**src/rtl/entry_stack.sv**
```systemverilog
`default_nettype none
// entry_stack: DEPTH-entry push-down operand stack with set/clear, indexed read,
// full/empty status and registered overflow/underflow pulses.
module entry_stack #(
  parameter int WIDTH   = 8,
  parameter int DEPTH   = 4,
  parameter int SET_VAL = 1
) (
  input  logic                       CLK,
  input  logic                       CLR_N,
  input  logic                       clr,
  input  logic                       set,
  input  logic                       enter,
  input  logic                       pop,
  input  logic [WIDTH-1:0]           D,
  input  logic [$clog2(DEPTH)-1:0]   sel,
  output logic [WIDTH-1:0]           Q,
  output logic [WIDTH-1:0]           Q_sel,
  output logic [$clog2(DEPTH+1)-1:0] count,
  output logic                       full,
  output logic                       empty,
  output logic                       overflow,
  output logic                       underflow
);

  localparam int               SW       = $clog2(DEPTH);
  localparam int               CW       = $clog2(DEPTH + 1);
  localparam logic [CW-1:0]    CNT_FULL = CW'(DEPTH);
  localparam logic [CW-1:0]    CNT_ONE  = CW'(1);
  localparam logic [SW:0]      SEL_LIM  = (SW + 1)'(DEPTH);
  localparam logic [WIDTH-1:0] SET_W    = WIDTH'(SET_VAL);

  logic [WIDTH-1:0] entry_q [DEPTH];
  logic [WIDTH-1:0] entry_d [DEPTH];
  logic [CW-1:0]    count_q, count_d;
  logic             ovf_q, ovf_d;
  logic             unf_q, unf_d;
  logic             cnt_zero, cnt_full;

  assign cnt_zero = (count_q == '0);
  assign cnt_full = (count_q == CNT_FULL);

  // Single priority chain: clr > set > enter&pop > enter > pop > hold.
  always_comb begin
    entry_d = entry_q;
    count_d = count_q;
    ovf_d   = 1'b0;
    unf_d   = 1'b0;
    if (clr) begin
      for (int i = 0; i < DEPTH; i++) entry_d[i] = '0;
      count_d = '0;
    end else if (set) begin
      entry_d[0] = SET_W;
      if (cnt_zero) count_d = CNT_ONE;
    end else if (enter && pop && !cnt_zero) begin
      entry_d[0] = D;
    end else if (enter) begin
      for (int i = DEPTH - 1; i >= 1; i--) entry_d[i] = entry_q[i-1];
      entry_d[0] = D;
      if (cnt_full) ovf_d = 1'b1;
      else          count_d = count_q + CNT_ONE;
    end else if (pop) begin
      if (cnt_zero) begin
        unf_d = 1'b1;
      end else begin
        for (int i = 0; i < DEPTH - 1; i++) entry_d[i] = entry_q[i+1];
        entry_d[DEPTH-1] = '0;
        count_d = count_q - CNT_ONE;
      end
    end
  end

  always_ff @(posedge CLK or negedge CLR_N) begin
    if (!CLR_N) begin
      for (int i = 0; i < DEPTH; i++) entry_q[i] <= '0;
      count_q <= '0;
      ovf_q   <= 1'b0;
      unf_q   <= 1'b0;
    end else begin
      for (int i = 0; i < DEPTH; i++) entry_q[i] <= entry_d[i];
      count_q <= count_d;
      ovf_q   <= ovf_d;
      unf_q   <= unf_d;
    end
  end

  // Out-of-range select (non power-of-two DEPTH) reads as zero.
  always_comb begin
    Q_sel = '0;
    if ({1'b0, sel} < SEL_LIM) Q_sel = entry_q[sel];
  end

  assign Q         = entry_q[0];
  assign count     = count_q;
  assign full      = cnt_full;
  assign empty     = cnt_zero;
  assign overflow  = ovf_q;
  assign underflow = unf_q;

endmodule
`default_nettype wire

```
**config.mk**
```make
export PLATFORM = sky130hd
export DESIGN_NAME = entry_stack
export DESIGN_NICKNAME = d
export VERILOG_FILES = /design/src/rtl/entry_stack.sv
export SDC_FILE = /design/constraint.sdc
export NUM_CORES = 1
export LEC_CHECK = 0
export ABC_AREA = 1
export CAP_MARGIN = 20
export CELL_PAD_IN_SITES_DETAIL_PLACEMENT = 1
export CELL_PAD_IN_SITES_GLOBAL_PLACEMENT = 1
export CORE_ASPECT_RATIO = 1.4
export CORE_MARGIN = 4
export CORE_UTILIZATION = 30
export CTS_BUF_LIST = sky130_fd_sc_hd__clkbuf_2 sky130_fd_sc_hd__clkbuf_4 sky130_fd_sc_hd__clkbuf_8
export DETAILED_ROUTE_END_ITERATION = 10
export PLACE_DENSITY_LB_ADDON = 0.1
export SYNTH_ARGS = -nofsm -noshare
export SYNTH_HDL_FRONTEND = slang
export SYNTH_SLANG_ARGS = --single-unit
```
**constraint.sdc**
```tcl
create_clock -name CLK -period 2.55 [get_ports CLK]
set_clock_uncertainty 0.2 [all_clocks]
set_input_delay 0.3825 -clock CLK [delete_from_list [all_inputs] [get_ports CLK]]
set_output_delay 0.3825 -clock CLK [all_outputs]
set_load 0.005 [all_outputs]
```
==> reports/results.ini <==
[run]
max-cap-violations = 0

[timing]
hold_viol = 0
post-route-min-period_ps = 2510
finalSetupViolations = 0
fin_tns_setup_ps = 0
worst_slack_ps = 40.8
fin_crit_sh_pct = 98.4
rsz0062_at_grt = true
worstMarginPinSlew_ps = 546
maxSlewHeadroom_pct = 63.5
timing.fmax_ghz = 0.399
finalMaxSlewViolations = 0

[floorplanning]
num_rows = 38
die-area_mm2 = 0.00972
die_w_um = 84.5
core-area_mm2 = 0.00785
die_y_um = 115
start_util_pct = 31.3
io_pins = 39

[layout]
area_growth_pct = 23.1
num_antenna_cells = 0
drive_above_1_share_pct = 18.7
final_nets = 364

[critical_path]
critPathLaunchType = input port
cp.required_ps = 1970
rrSetupSlack_ps = 830
r2r_end = count[2]$_DFFE_PN0P_
worstPathMaxFanout = 15
cp_data_arrival_time_ps = 1930
cp-end-kind = output pin
r2r-start = count[0]$_DFFE_PN0P_
critPathKind = in -> out
ff2ff_path_depth = 7

[synthesis]
syn_area_per_cell_um2 = 7.85
synthCells = 313
yosys_warnings = 0
async_flop_share_pct = 100
synth_edf_count = 0
netlist_area_mm2 = 0.00246
synth_ff_type = dfrtp_1
synth-seq-cells = 37
synth.distinct_cells = 29
syn-num-nets = 330
ys_seq_area_share_pct = 37.7

[clock_network]
cts_max_level = 2
numCtsBuffers = 5
cts_tree = built
cts_buffer_depth = 2
worstSkewPairLatency_ps = 290
clk_pin_slew_ps = 80
clock-root-buffer = clkbuf_8
cts.sink_count = 37
post-cts-setup-buffers = 0

[global_route]
grt_start_max_net_pins = 26
antenna_found_initial = 0
grt_pass1_wl_mm = 13.1
grt_pass1_vias = 2424
globalRoute.totalOverflow = 0
track_usage_pct = 16.8

[route]
wirelength_mm = 7.65
drt_iter0_markers = 99
drt-wirelength-per-cell_um = 17.1
dr.pass1.iters = 4
via_per_inst = 5.07
drcViolationCount = 0
vias = 2272
ant_nets = 0

[min_path]
min_from = entry_q[17]$_DFFE_PN0P_
hp-class = reg -> reg
holdPathStages = 2
hold_end = entry_q[17]$_DFFE_PN0P_

[run_status]
outcome = finished, final reports clean

[power_and_ir_drop]
pwr_density_cell_mw_per_mm2 = 509
peakVddDrop_mv = 0.232
p_leak_nw = 1.45

[placement]
hpwl_mm = 5.65
io_buffers = 38
preCtsSetupSlack_ps = 9.80
gp_congestion = 0.845

how the worst max path moves through the flow:
stage	slack [ps]	endpoint	depth (start not counted)	start
4_1_cts	4	Q_sel[5]	5	sel[0]
6_report	40	Q_sel[5]	5	sel[0]
2_1_floorplan	1040	count[2]$_DFFE_PN0P_	8	count[0]$_DFFE_PN0P_
3_5_place_dp	10	Q_sel[5]	6	sel[0]
3_3_place_gp	30	Q_sel[5]	6	sel[0]
5_1_grt	-40	Q_sel[5]	5	sel[0]
cell type report:
class,instances,area [um2]
Clock buffer,7,96.3
Multi-Input combinational cell,232,1260
Fill cell,983,4820
Clock inverter,1,5.00
Inverter,17,66.3
Tap cell,100,125
Sequential cell,37,926
Timing Repair Buffer,54,548
state kept, by name (all words and copies together), names as in the netlist:
register	count
entry_q	24
underflow	1
Q	8
count	3
overflow	1
synthesized netlist by cell type, types with 7 or more instances:
cell     count  area [um2]
o22ai_1      7        43.8
buf_4       13        97.6
nand4_1     26         163
inv_1       13        48.8
nand3_1     14        70.1
nand2_1     90         338
a21oi_1      8        40.0
nand3_2     20         200
o21ai_0     19        95.1
nor2_1      22        82.6
dfrtp_1     37         926
buf_2        7        35.0
repair_timing:
item | in CTS | in global routing
setup endpoints to repair | 1 | 5
gates resized for setup | 1 | 3
hold buffers | 1 | 0
pin swaps | 0 | 0
endpoints found under the hold margin | 12 | 0
per-stage QoR:
step	power (mW)	hold slack (ps)	util (%)	cells	instance area (um2)
6_report	1.54	315	38.5	448	3020
5_1_grt	1.64	332	38.5	448	3020
3_5_place_dp	1.09	94.0	37.1	439	2910
2_1_floorplan	0.915	-113	-	313	2460
4_1_cts	1.56	322	38.5	448	3020
3_3_place_gp	1.09	89.5	37.1	439	2910
cells by family (layout without fill, tap and decap cells):
| logic type | after synthesis | in the layout | share of synthesized area, % |
|---|---|---|---|
| adder cells (fa/ha/maj) | 1 | 1 | 0.815 |
| multiplexers | 3 | 3 | 1.22 |
| buffers and inverters | 44 | 79 | 11.1 |
| AO/OA/AOI/OAI | 38 | 38 | 8.51 |
| flip-flops | 37 | 37 | 37.7 |
| AND/OR/NAND/NOR | 190 | 190 | 40.7 |
power breakdown:
group	leakage (nW)	internal [mW]	total (mW)	switching, mW
sequential	0.509	0.608	0.645	0.0362
clock	0.0542	0.245	0.465	0.220
combinational	0.885	0.180	0.429	0.250
cell usage in the layout (no fill, tap or decap), drive strengths merged:
cell	count
buf	16
nand3b	1
clkbuf	7
nand2	97
inv	17
dfrtp	37
clkinv	1
o211ai	4
nand4	26
fa	1
mux2i	3
o21ai	19
clkdlybuf4s50	37
a21oi	8
nor3	2
nor2	27
nand3	34
or2	3
dlygate4sd3	1
o22ai	7
routing by layer:
metal,vias up,track usage [%],share of wire [%]
li1,1108,-,-
met1,1115,21.4,45
met2,39,29.4,50
met3,10,2.72,2.4
met4,0,4.86,1.9
met5,-,0,0
critical path, cell delays in order:
cell,delay [ps]
clkdlybuf4s50_1,550
buf_12,160
o21ai_0,90
o22ai_1,200
clkdlybuf4s50_1,540
Note: power is estimated with default switching activity, not from simulation.
